### src/rtl/crc_feeder_pkg.sv
// Shared types and constants for the TinyQV CRC32 peripheral feeder.
package crc_feeder_pkg;

    typedef enum logic [2:0] {
        ST_IDLE,
        ST_WR_EN,
        ST_WR_CFG,
        ST_WAIT_BYTE,
        ST_WR_BYTE,
        ST_RD_REQ,
        ST_DONE
    } feeder_state_t;

    // Peripheral register map.
    localparam logic [5:0] REG_ENABLE = 6'h00;
    localparam logic [5:0] REG_CONFIG = 6'h04;
    localparam logic [5:0] REG_DATA   = 6'h08;
    localparam logic [5:0] REG_RESULT = 6'h0C;

    // Active-low access-size encodings shared by bus_write_n and bus_read_n.
    typedef enum logic [1:0] {
        BUS_B    = 2'b00,
        BUS_H    = 2'b01,
        BUS_W    = 2'b10,
        BUS_NONE = 2'b11
    } bus_size_t;

    function automatic logic [15:0] sat_inc16(input logic [15:0] v);
        return (v == 16'hFFFF) ? v : v + 16'd1;
    endfunction

endpackage

### src/rtl/crc_feeder_wdog.sv
// Read-response watchdog for tqv_crc_feeder: counts enabled cycles after a load,
// flags expiry on the LIMIT-th consecutive enabled cycle.
module crc_feeder_wdog #(
    parameter int unsigned LIMIT = 255
) (
    input  logic clk,
    input  logic rst_n,
    input  logic load,
    input  logic count_en,
    output logic expired
);

    logic [7:0] count_q;

    always_ff @(posedge clk or negedge rst_n) begin
        if (!rst_n) begin
            count_q <= '0;
        end else if (load) begin
            count_q <= '0;
        end else if (count_en && !expired) begin
            count_q <= count_q + 8'd1;
        end
    end

    assign expired = count_en && (count_q == 8'(LIMIT - 1));

endmodule

### src/rtl/tqv_crc_feeder.sv
// Bus initiator for the TinyQV CRC32 peripheral: programs it, streams bytes in, reads the CRC back.
// Optional result-read watchdog and timeout_err flag enabled by defining CRC_FEEDER_TIMEOUT_EN.
module tqv_crc_feeder
    import crc_feeder_pkg::*;
#(
    parameter logic [5:0] ADDR_ENABLE = REG_ENABLE,
    parameter logic [5:0] ADDR_CONFIG = REG_CONFIG,
    parameter logic [5:0] ADDR_DATA   = REG_DATA,
    parameter logic [5:0] ADDR_RESULT = REG_RESULT
`ifdef CRC_FEEDER_TIMEOUT_EN
    ,
    parameter int unsigned TIMEOUT_CYCLES = 255
`endif
) (
    input  logic        clk,
    input  logic        rst_n,
    input  logic        start,
    input  logic [7:0]  cfg_mode,
    input  logic [7:0]  s_data,
    input  logic        s_valid,
    input  logic        s_last,
    output logic        s_ready,
    output logic [5:0]  bus_addr,
    output logic [31:0] bus_wdata,
    output logic [1:0]  bus_write_n,
    output logic [1:0]  bus_read_n,
    input  logic [31:0] bus_rdata,
    input  logic        bus_ready,
    output logic [31:0] res_data,
    output logic        res_valid,
    input  logic        res_ready,
    output logic [15:0] byte_count,
    output logic        busy,
    output logic        timeout_err
);

    feeder_state_t state_q, state_d;
    logic [7:0]    cfg_q, cfg_d;
    logic          last_q, last_d;
    logic [5:0]    addr_d;
    logic [31:0]   wdata_d;
    logic [1:0]    write_n_d, read_n_d;
    logic          s_ready_d, res_valid_d, busy_d;
    logic [31:0]   res_data_d;
    logic [15:0]   count_d;

`ifdef CRC_FEEDER_TIMEOUT_EN
    logic terr_q, terr_d, wd_expired;

    crc_feeder_wdog #(
        .LIMIT(TIMEOUT_CYCLES)
    ) u_wdog (
        .clk      (clk),
        .rst_n    (rst_n),
        .load     (state_q != ST_RD_REQ),
        .count_en (state_q == ST_RD_REQ && !bus_ready),
        .expired  (wd_expired)
    );

    always_ff @(posedge clk or negedge rst_n) begin
        if (!rst_n) begin
            terr_q <= 1'b0;
        end else begin
            terr_q <= terr_d;
        end
    end

    assign timeout_err = terr_q;
`else
    assign timeout_err = 1'b0;
`endif

    // Outputs are registered from the state being entered, so each bus cycle
    // appears exactly while the FSM sits in the matching state.
    always_comb begin
        state_d     = state_q;
        cfg_d       = cfg_q;
        last_d      = last_q;
        addr_d      = bus_addr;
        wdata_d     = bus_wdata;
        write_n_d   = BUS_NONE;
        read_n_d    = BUS_NONE;
        s_ready_d   = 1'b0;
        res_valid_d = res_valid;
        res_data_d  = res_data;
        count_d     = byte_count;
`ifdef CRC_FEEDER_TIMEOUT_EN
        terr_d      = terr_q;
`endif
        case (state_q)
            ST_IDLE: begin
                if (start) begin
                    cfg_d     = cfg_mode;
                    count_d   = '0;
`ifdef CRC_FEEDER_TIMEOUT_EN
                    terr_d    = 1'b0;
`endif
                    state_d   = ST_WR_EN;
                    write_n_d = BUS_B;
                    addr_d    = ADDR_ENABLE;
                    wdata_d   = 32'h0000_0001;
                end
            end
            ST_WR_EN: begin
                state_d   = ST_WR_CFG;
                write_n_d = BUS_B;
                addr_d    = ADDR_CONFIG;
                wdata_d   = {24'h0, cfg_q};
            end
            ST_WR_CFG: begin
                state_d   = ST_WAIT_BYTE;
                s_ready_d = 1'b1;
            end
            ST_WAIT_BYTE: begin
                if (s_valid && s_ready) begin
                    state_d   = ST_WR_BYTE;
                    last_d    = s_last;
                    write_n_d = BUS_B;
                    addr_d    = ADDR_DATA;
                    wdata_d   = {24'h0, s_data};
                end else begin
                    s_ready_d = 1'b1;
                end
            end
            ST_WR_BYTE: begin
                count_d = sat_inc16(byte_count);
                if (last_q) begin
                    state_d  = ST_RD_REQ;
                    read_n_d = BUS_W;
                    addr_d   = ADDR_RESULT;
                end else begin
                    state_d   = ST_WAIT_BYTE;
                    s_ready_d = 1'b1;
                end
            end
            ST_RD_REQ: begin
                if (bus_ready) begin
                    res_data_d  = bus_rdata;
                    res_valid_d = 1'b1;
                    state_d     = ST_DONE;
`ifdef CRC_FEEDER_TIMEOUT_EN
                end else if (wd_expired) begin
                    res_data_d  = '1;
                    res_valid_d = 1'b1;
                    terr_d      = 1'b1;
                    state_d     = ST_DONE;
`endif
                end else begin
                    read_n_d = BUS_W;
                end
            end
            ST_DONE: begin
                if (res_ready) begin
                    res_valid_d = 1'b0;
                    state_d     = ST_IDLE;
                end
            end
            default: begin
                state_d = ST_IDLE;
            end
        endcase
        busy_d = (state_d != ST_IDLE);
    end

    always_ff @(posedge clk or negedge rst_n) begin
        if (!rst_n) begin
            state_q     <= ST_IDLE;
            cfg_q       <= '0;
            last_q      <= 1'b0;
            bus_addr    <= '0;
            bus_wdata   <= '0;
            bus_write_n <= BUS_NONE;
            bus_read_n  <= BUS_NONE;
            s_ready     <= 1'b0;
            res_valid   <= 1'b0;
            res_data    <= '0;
            byte_count  <= '0;
            busy        <= 1'b0;
        end else begin
            state_q     <= state_d;
            cfg_q       <= cfg_d;
            last_q      <= last_d;
            bus_addr    <= addr_d;
            bus_wdata   <= wdata_d;
            bus_write_n <= write_n_d;
            bus_read_n  <= read_n_d;
            s_ready     <= s_ready_d;
            res_valid   <= res_valid_d;
            res_data    <= res_data_d;
            byte_count  <= count_d;
            busy        <= busy_d;
        end
    end

endmodule

### config.mk
export PLATFORM = sky130hd
export DESIGN_NAME = tqv_crc_feeder
export DESIGN_NICKNAME = d
export VERILOG_FILES = /design/src/rtl/crc_feeder_pkg.sv /design/src/rtl/crc_feeder_wdog.sv /design/src/rtl/tqv_crc_feeder.sv
export SDC_FILE = /design/constraint.sdc
export NUM_CORES = 1
export LEC_CHECK = 0
export ABC_AREA = 1
export BUFFER_PORTS_ARGS = -buffer_cell sky130_fd_sc_hd__buf_2
export CELL_PAD_IN_SITES_DETAIL_PLACEMENT = 0
export CELL_PAD_IN_SITES_GLOBAL_PLACEMENT = 1
export CORE_MARGIN = 3
export CORE_UTILIZATION = 38
export DETAILED_ROUTE_END_ITERATION = 7
export PLACE_DENSITY_LB_ADDON = 0.1
export SETUP_SLACK_MARGIN = 0.5
export SYNTH_ARGS = -nofsm -noshare
export SYNTH_HDL_FRONTEND = slang
export SYNTH_SLANG_ARGS = --single-unit
export TNS_END_PERCENT = 50
### constraint.sdc
create_clock -name clk -period 2.4 [get_ports clk]
set_input_delay 0.12 -clock clk [delete_from_list [all_inputs] [get_ports clk]]
set_output_delay 0.12 -clock clk [all_outputs]
set_load 0.005 [all_outputs]
Word level (Yosys, flattened, before mapping)

Index checks and enable logic that the tools add are counted.
Widths: inputs -> output; s select.

Register bits after elaboration: 105
Word-level logic and storage cells: 68
Bits of input ports: 55

Reductions and logical operators: 14
Equality and inequality tests: 13
Add/sub/neg operators: 1
Multiplexer cells: 28

Operators with widths:

| operator              | count |
|---|---|
| $pmux 32 s3           | 1 |
| $mux 32               | 2 |
| $mux 16               | 2 |
| $pmux 16 s2           | 1 |
| $pmux 6 s4            | 1 |
| $pmux 3 s7            | 1 |
| $mux 6                | 3 |
| $add 16x1->16 const B | 1 |
| $eq 16x16->1 const B  | 1 |
| $mux 3                | 5 |
| $ne 2x2->1 const B    | 6 |
| $eq 3x3->1 const B    | 3 |
| $reduce_and 3->1      | 3 |
| $eq 3x2->1 const B    | 2 |
| $mux 1                | 6 |
| $pmux 2 s3            | 1 |
| $reduce_and 2->1      | 3 |
| $reduce_bool 3->1     | 2 |
| $mux 2                | 2 |
| $pmux 1 s2            | 2 |
| $reduce_and 4->1      | 1 |
| $reduce_bool 2->1     | 2 |
| $reduce_bool 4->1     | 1 |
| $eq 3x1->1 const B    | 1 |
| other kinds (3)       | 3 |

Longest topological paths before layout

Gate-level depths: netlist of the first run.

Depth in word-level cells: 4
Mapped depth: 10
Mapped depth without buffers: 9

Worst setup path after synthesis of the first run

Ideal clock, no wire load.

Kind: register -> register
Start point: reg byte_count[0]
End point: reg byte_count[9]
Data arrival time: 1.334 ns
Buffers on the path: 1
Stages on the path, launching flop included: 10
Required time: 2.274 ns
Clock period less this slack: 1.460 ns
Path slack: 0.940 ns
Setup time: 0.126 ns
Cells stage by stage: dfrtp_1 ha_1 nand2_1 nor2_2 nand2_1 o21ai_2 nand2_2 buf_6 nand2_1 o21ai_0

Longest elaborated chain between the ends: 3
Elaborated cells between the ends (all ways): 6
Those cells by class: add/sub (1); eq/ne (2); mux (2); reduce/logical (1)

Ends and longest elaborated chain:

| item                                            | line                  | RTL |
|---|---|---|
| start, declared                                 | tqv_crc_feeder.sv:32  | `output logic [15:0] byte_count,` |
| start signal, assigned                          | tqv_crc_feeder.sv:190 | `byte_count <= count_d;` |
| $add 16x1->16 or $eq 16x16->1 (tied branches)   | crc_feeder_pkg.sv:29  | `return (v == 16'hFFFF) ? v : v + 16'd1;` |
| $mux 16 or $ne 2x2->1 (tied branches)           | --                    |  |
| $pmux 16 s2 or $reduce_and 3->1 (tied branches) | --                    |  |

Several ways; a longest one is shown, not always the timed one. The select of a mux whose other input is x is not followed.
A chain may end at the register's enable or synchronous reset.

Final worst setup path of the first run

Start point: reg state_q[1]
End point: reg busy

Longest elaborated chain between the ends: 3
Elaborated cells between the ends (all ways): 13
Those cells by class: eq/ne (6); mux (5); reduce/logical (2)

Ends and longest elaborated chain:

| item                               | line                  | RTL |
|---|---|---|
| start, declared                    | tqv_crc_feeder.sv:37  | `feeder_state_t state_q, state_d;` |
| start signal, assigned             | tqv_crc_feeder.sv:180 | `state_q <= state_d;` |
| $eq 3x3->1 (tied with other cells) | tqv_crc_feeder.sv:90  | `case (state_q)` |
| $pmux 3 s7 (*)                     | tqv_crc_feeder.sv:90  |  |
| $reduce_bool 3->1 (*)              | tqv_crc_feeder.sv:162 | `busy_d = (state_d != ST_IDLE);` |
| named net busy_d                   | tqv_crc_feeder.sv:43  | `logic s_ready_d, res_valid_d, busy_d;` |
| end signal, assigned               | tqv_crc_feeder.sv:191 | `busy <= busy_d;` |
| end, declared                      | tqv_crc_feeder.sv:33  | `output logic busy,` |

Mark *: on every way through the listed nets, which the timed path passes. The rest lies on a longest branch.

==> metrics.yaml, run 1 <==
status: "completed"
ant_nets: 0
placed_cells: 633
routabilityCongestion: 0.824
seq_area_frac_synth_pct: 50.8
ios: 149
clock_insertion_delay_worst_skew_ns: 0.34
cts_tree: "built"
crit_family: "simple AND/OR/NAND/NOR gates"
drive_above_1_share_pct: 34.4
rrSetupSlack_ns: 0.73
ir_drop_uv: 345
synth-edff-count: 0
start_util_pct: 39.5
worstPathMaxFanout: 8
via_per_inst: 4.40
die_y_um: 105
grt_pass1_wl_mm: 14.1
fin_tns_setup_ns: 0
row_count: 35
holdPathStages: 2
dpl.hpwl_mm: 5.97
worst_slew_pin_slew_ns: 0.936
yosysMostFrequentCell: "nand2_1"
cpPeakStageDelay_ns: 0.53
fin_hold_ws_ns: 0.0300
yosys-top-cells-area: "dfrtp_1 49%, nand2_1 10%, mux2_2 9.7%, buf_4 6.7%, inv_1 3.5%"
use_met1_pct: 20.5
design_power_total_uw: 4840
root_buffer: "clkbuf_8"
post-route-drc-count: 0
dr.pass1.iters: 5
crit_type: "reg -> reg"
finalNetCount: 612
cts-htree-levels: 3
min_path_type: "in -> reg"
critPathBufInv: 2
finalCriticalPeriod_ns: 1.67
grtUsageMet3_pct: 4.82
hold_violations: 0
ff2ff_path_depth: 8
cp-end-kind: "flip-flop"
cts.sinks: 75
r2r-end: "busy$_DFF_PN0_"
r2r_start: "state_q[1]$_DFF_PN0_"
cts_buffer_depth: 2
p_leak_uw: 0.00263
wire_per_inst_um: 12.5
cts_buffers: 9
grt_pass1_vias: 2883
timing.slew.headroom_pct: 37.6
grt_use_met2_pct: 25.9
powerDensity_nw_per_um2: 982
clock_skew_ns: 0.0111
synthCells: 397
async_flop_share_pct: 100
required_ns: 2.61
min_from: "bus_rdata[15]"
start_kind: "flip-flop"
vias: 3033
globalRouteOverflowTotal: 0
synth.avg_cell_area_um2: 9.33
core_area_um2: 9370
port_buffers: 118
wl_mm: 8.63
synth_cell_types: 32
grt_max_degree: 76
grt_usage_pct: 16.0
min_to: "res_data[15]$_DFFE_PN0P_"
die-area_um2: 11000
synth_seq_cells: 75
yosysTopAreaCellShare_pct: 49.3
finalMaxSlewViolations: 0
area.growth.synth_to_final_pct: 33.1
setup_viol: 0
synth_top_cell_by_area: "dfrtp_1"
first_iter_violations: 94
grt-busiest-layer: "met2"
cp_cell_sequence: "nor2_4 -> inv_1 -> nor2_1 -> nand2_1 -> clkinvlp_4 -> nor2_1 -> and2_1 -> nand3_1"
clock.fmax_mhz: 600
synth_commonest_cells: "101 x nand2_1, 73 x dfrtp_1, 35 x inv_1"
die_width_um: 105
synth_area_um2: 3700
synth_ff_type: "dfrtp_1"
rsz0062_at_grt: "no"
cpMaxStageDelayCell: "dfrtp_1"
layout.cells.non_filler: 690
finalCritPeriodShare_pct: 69.5
diodes: 0
antenna_found_initial: 0
synth_warnings: 0
path_clk_slew_ns: 0.08
arrival_ns: 1.87
crit_top_cell: "nor2_1"
drv_cap: 0
==> worst reg2reg max path: stages, from the launching register on <==
cell and delay [ns]:
dfrtp_1 0.53, nor2_4 0.09, inv_1 0.06, nor2_1 0.04
nand2_1 0.28, clkinvlp_4 0.19, nor2_1 0.09, and2_1 0.14
nand3_1 0.11
==> through the flow <==
stage / instance area, um^2 / util, % / setup WS, ns
2_1_floorplan: 3810 / - / 0.940
6_report: 4930 / 52.6 / 0.733
3_3_place_gp: 4260 / 45.5 / 0.697
4_1_cts: 4910 / 52.4 / 0.619
3_5_place_dp: 4260 / 45.5 / 0.640
5_1_grt: 4930 / 52.6 / 0.528
==> cell type report <==
| type | instances | area [um^2] |
|---|---|---|
| Inverter | 39 | 153 |
| Tap cell | 129 | 161 |
| Fill cell | 905 | 4440 |
| Multi-Input combinational cell | 270 | 1470 |
| Sequential cell | 75 | 1880 |
| Timing Repair Buffer | 161 | 1020 |
| Clock buffer | 12 | 145 |
| Clock inverter | 4 | 98.8 |
==> registers in the layout, indices dropped and copies added (netlist names), 2 cells and up <==
name,cells
res_data,32
state_q,3
byte_count,16
cfg_q,8
bus_addr,2
bus_wdata,8
==> layout by cell type (no fill, tap or decap), types with 15 or more instances in the layout <==
master and count:
conb_1 30, dlygate4sd3_1 40, nand3_1 24, dfrtp_1 73
nor2_1 24, mux2_2 32, o21ai_0 15, nand2_1 101
inv_1 34, buf_2 117
==> cells by family (layout without fill, tap and decap cells) <==
group	Yosys count	after routing	share of synthesized area (%)
compound gates	39	39	6.56
xor+xnor	2	2	0.473
fa+ha+maj	1	1	0.338
buf+inv	80	216	12.4
flops	75	75	50.8
mux	32	32	9.73
other cells	2	30	0.203
simple gates	166	166	19.5
==> how the worst max path moves through the flow <==
stage	startpoint	end	slack [ns]	depth (start not counted)
final	state_q[1]$_DFF_PN0_	busy$_DFF_PN0_	0.73	8
after CTS	byte_count[1]$_DFFE_PN0P_	byte_count[1]$_DFFE_PN0P_	0.62	9
after floorplan	byte_count[0]$_DFFE_PN0P_	byte_count[9]$_DFFE_PN0P_	0.94	9
after global routing	state_q[1]$_DFF_PN0_	byte_count[2]$_DFFE_PN0P_	0.53	8
after global placement	state_q[1]$_DFF_PN0_	byte_count[0]$_DFFE_PN0P_	0.70	8
after detailed placement	byte_count[1]$_DFFE_PN0P_	byte_count[1]$_DFFE_PN0P_	0.64	9
==> per-layer routing <==
metal / up-vias / wire (um) / part of all wire [%]
met2: 104 / 4110 / 48
met5: - / 0 / 0
met4: 0 / 105 / 1.2
met3: 10 / 513 / 5.9
li1: 1529 / - / -
met1: 1390 / 3890 / 45
==> power breakdown <==
group	switching (uW)	internal (uW)	total [uW]
Combinational	858	786	1640
Sequential	263	1740	2000
Clock	465	723	1190
==> repair_timing <==
| action | 4_1_cts | 5_1_grt |
|---|---|---|
| resized for setup | 0 | 3 |
| endpoints found under the setup margin | 0 | 15 |
| endpoints found under the hold margin | 112 | 0 |
| setup buffers | 0 | 1 |
| hold buffers | 40 | 0 |
(Power assumes the default switching activity.)
==> run 2, diff against run 1 <==
--- a/config.mk
+++ b/config.mk
@@ -5,12 +5,12 @@
 export SDC_FILE = /design/constraint.sdc
 export NUM_CORES = 1
 export LEC_CHECK = 0
-export ABC_AREA = 1
+export ABC_AREA = 0
 export BUFFER_PORTS_ARGS = -buffer_cell sky130_fd_sc_hd__buf_2
 export CELL_PAD_IN_SITES_DETAIL_PLACEMENT = 0
 export CELL_PAD_IN_SITES_GLOBAL_PLACEMENT = 1
 export CORE_MARGIN = 3
-export CORE_UTILIZATION = 38
+export CORE_UTILIZATION = 33
 export DETAILED_ROUTE_END_ITERATION = 7
 export PLACE_DENSITY_LB_ADDON = 0.1
 export SETUP_SLACK_MARGIN = 0.5
==> constraint.sdc (replaced) <==
create_clock -name clk -period 1.47 [get_ports clk]
set_input_delay 0.0735 -clock clk [delete_from_list [all_inputs] [get_ports clk]]
set_output_delay 0.0735 -clock clk [all_outputs]
set_load 0.005 [all_outputs]
==> run 2 against run 1 <==
The flow now finishes with violations (negative setup slack). Combinational power increased to 3.0 times the previous value. Sequential power increased by 70%. Non-clock buffer count increased by 78. Die area increased by 13%. First-iteration DRC count decreased by 8.5%. Worst hold slack improved by 0.016 ns. Critical path type unchanged. Critical endpoint is now byte_count[15]$_DFFE_PN0P_. Highest routed layer unchanged.
==> metrics.yaml, run 2 <==
core_area_um2: 10600
top_regs: "res_data (32), byte_count (16)"
port_buffers: 118
area.growth.synth_to_final_pct: 64.7
finalMaxSlewViolations: 0
grt_pass1_wl_mm: 15.9
row_count: 37
die-area_um2: 12400
start_util_pct: 34.6
grt_usage_pct: 15.6
finalNetCount: 599
synth_cell_types: 52
cts_buffers: 9
clock_insertion_delay_worst_skew_ns: 0.34
setup_viol: 69
synth_seq_cells: 75
clock.fmax_mhz: 586
drive_above_1_share_pct: 56.3
clock_skew_ns: 0.0118
synth.avg_cell_area_um2: 11.8
finalCritPeriodShare_pct: 116
cts_tree: "built"
grt_max_degree: 40
yosys-top-cells-area: "dfrtp_1 50%, mux2_2 15%, buf_4 6.8%, a22o_1 1.9%, o211ai_1 1.8%"
holdPathStages: 3
diodes: 0
synth_commonest_cells: "73 x dfrtp_1, 48 x mux2_2, 33 x buf_4"
globalRouteOverflowTotal: 0
layout_common_cells: "103 x buf_2, 69 x dfrtp_1, 46 x buf_6"
min_from: "s_data[0]"
yosysTopAreaCellShare_pct: 49.9
multi_input_area_um2: 1800
wl_mm: 10.1
seq_area_frac_synth_pct: 51.4
setup.worst_path.start: "state_q[1]$_DFF_PN0_"
design_power_total_uw: 9860
die_width_um: 111
required_ns: 1.72
vias: 3172
hold_violations: 0
violations: "negative setup slack"
synth-edff-count: 0
final_common_cell: "buf_2"
routabilityCongestion: 0.751
worst_slack_ns: -0.237
drv_cap: 0
min_to: "bus_wdata[0]$_DFFE_PN0P_"
ios: 149
r2r-end: "byte_count[15]$_DFFE_PN0P_"
dr.pass1.iters: 4
cts-htree-levels: 3
rrSetupSlack_ns: -0.24
wire_per_inst_um: 14.9
ant_nets: 0
yosysMostFrequentCell: "dfrtp_1"
min_path_type: "in -> reg"
synthCells: 311
rsz0062_at_grt: "yes"
post-route-drc-count: 0
antenna_found_initial: 0
powerDensity_nw_per_um2: 1640
fin_hold_ws_ns: 0.0456
max_flop_register: "res_data"
die_y_um: 111
ir_drop_uv: 702
nFillCells: 930
synth_top_cell_by_area: "dfrtp_1"
dpl.hpwl_mm: 6.73
via_per_inst: 4.64
arrival_ns: 1.96
p_leak_uw: 0.00298
cts_buffer_depth: 2
ff2ff_path_depth: 4
first_iter_violations: 86
crit_type: "reg -> reg"
largest_reg_flops: 32
worstPathMaxFanout: 5
synth_area_um2: 3660
grt_pass1_vias: 3289
cts.sinks: 75
start_kind: "flip-flop"
synth_warnings: 0
post-place-ws_ns: -0.219
regArea_um2: 1880
finalCriticalPeriod_ns: 1.71
async_flop_share_pct: 100
r2r_start: "state_q[1]$_DFF_PN0_"
status: "finished with violations"
path_clk_slew_ns: 0.08
cp-end-kind: "flip-flop"
root_buffer: "clkbuf_8"
synth_ff_type: "dfrtp_1"
-- run 2: cell types whose count changed in the layout (fill, tap and decap cells not counted), moves of 14 or more --
cell,delta
buf_2,-14
buf_4,+35
buf_6,+46
inv_1,-23
nand2_1,-88
nand3_1,-20
nor2_1,-15
o21ai_0,-14
-- run 2: layer usage --
| layer | track usage [%] | share of wire [%] | vias up |
|---|---|---|---|
| met1 | 19.4 | 43 | 1553 |
| met5 | 0 | 0 | - |
| met4 | 3.65 | 1.3 | 0 |
| met3 | 3.17 | 4.0 | 10 |
| met2 | 27.7 | 52 | 88 |
| li1 | - | - | 1521 |
-- run 2: stage by stage --
step           cell area (um^2)  std cells  setup TNS (ns)  util, %
6_report                   6020        683           -6.58     57.1
5_1_grt                    6020        683          -10.48     57.1
4_1_cts                    5730        677           -7.49     54.3
3_5_place_dp               4730        601           -8.29     44.8
3_3_place_gp               4730        601           -7.23     44.8
2_1_floorplan              3910        339           -3.23        -
-- run 2: worst max-delay path: stages (launching register included) --
cell and delay, ns:
dfrtp_1 0.43, buf_12 0.16, or3b_4 0.42, or4_4 0.54, o211ai_2 0.08
-- run 2: how the worst max path moves through the flow --
stage                            endpoint  depth (start not counted)  slack [ns]
3_5_place_dp   byte_count[15]$_DFFE_PN0P_                          4       -0.22
4_1_cts        byte_count[15]$_DFFE_PN0P_                          4       -0.22
5_1_grt         byte_count[2]$_DFFE_PN0P_                          6       -0.27
2_1_floorplan  byte_count[15]$_DFFE_PN0P_                          5       -0.19
6_report       byte_count[15]$_DFFE_PN0P_                          4       -0.24
3_3_place_gp   byte_count[15]$_DFFE_PN0P_                          4       -0.19
-- run 2: kinds of logic (layout without fill, tap and decap cells) --
logic type / after synthesis / in the layout / share of synthesized area, %
other: 2 / 30 / 0.205
DFF: 75 / 75 / 51.4
and+or+nand+nor: 74 / 75 / 13.0
adders and majority gates: 1 / 1 / 0.342
muxes: 53 / 53 / 16.1
AOI/OAI and AO/OA: 48 / 48 / 9.37
buffers and inverters: 58 / 265 / 9.51
-- run 2: cell type report --
type	instances	area share, %
Inverter	11	0.686
Sequential cell	75	31.3
Multi-Input combinational cell	207	29.9
Tap cell	136	2.83
Clock inverter	6	1.10
Timing Repair Buffer	239	32.1
Clock buffer	9	2.06
-- run 2: power breakdown --
part / switching (uW) / internal, uW / leakage, uW / total (uW)
clock network: 769 / 777 / 0.0000877 / 1550
registers: 520 / 2890 / 0.000953 / 3410
logic: 1930 / 2970 / 0.00194 / 4900
total: 3220 / 6640 / 0.00298 / 9860
-- run 2: timing repair --
item | in CTS | in global routing
hold buffers | 43 | 0
setup buffers | 16 | 4
endpoints found under the setup margin | 96 | 109
hold endpoints to repair | 109 | 0
cloned | 2 | 2
gates resized for setup | 56 | 47
pin swaps | 12 | 22
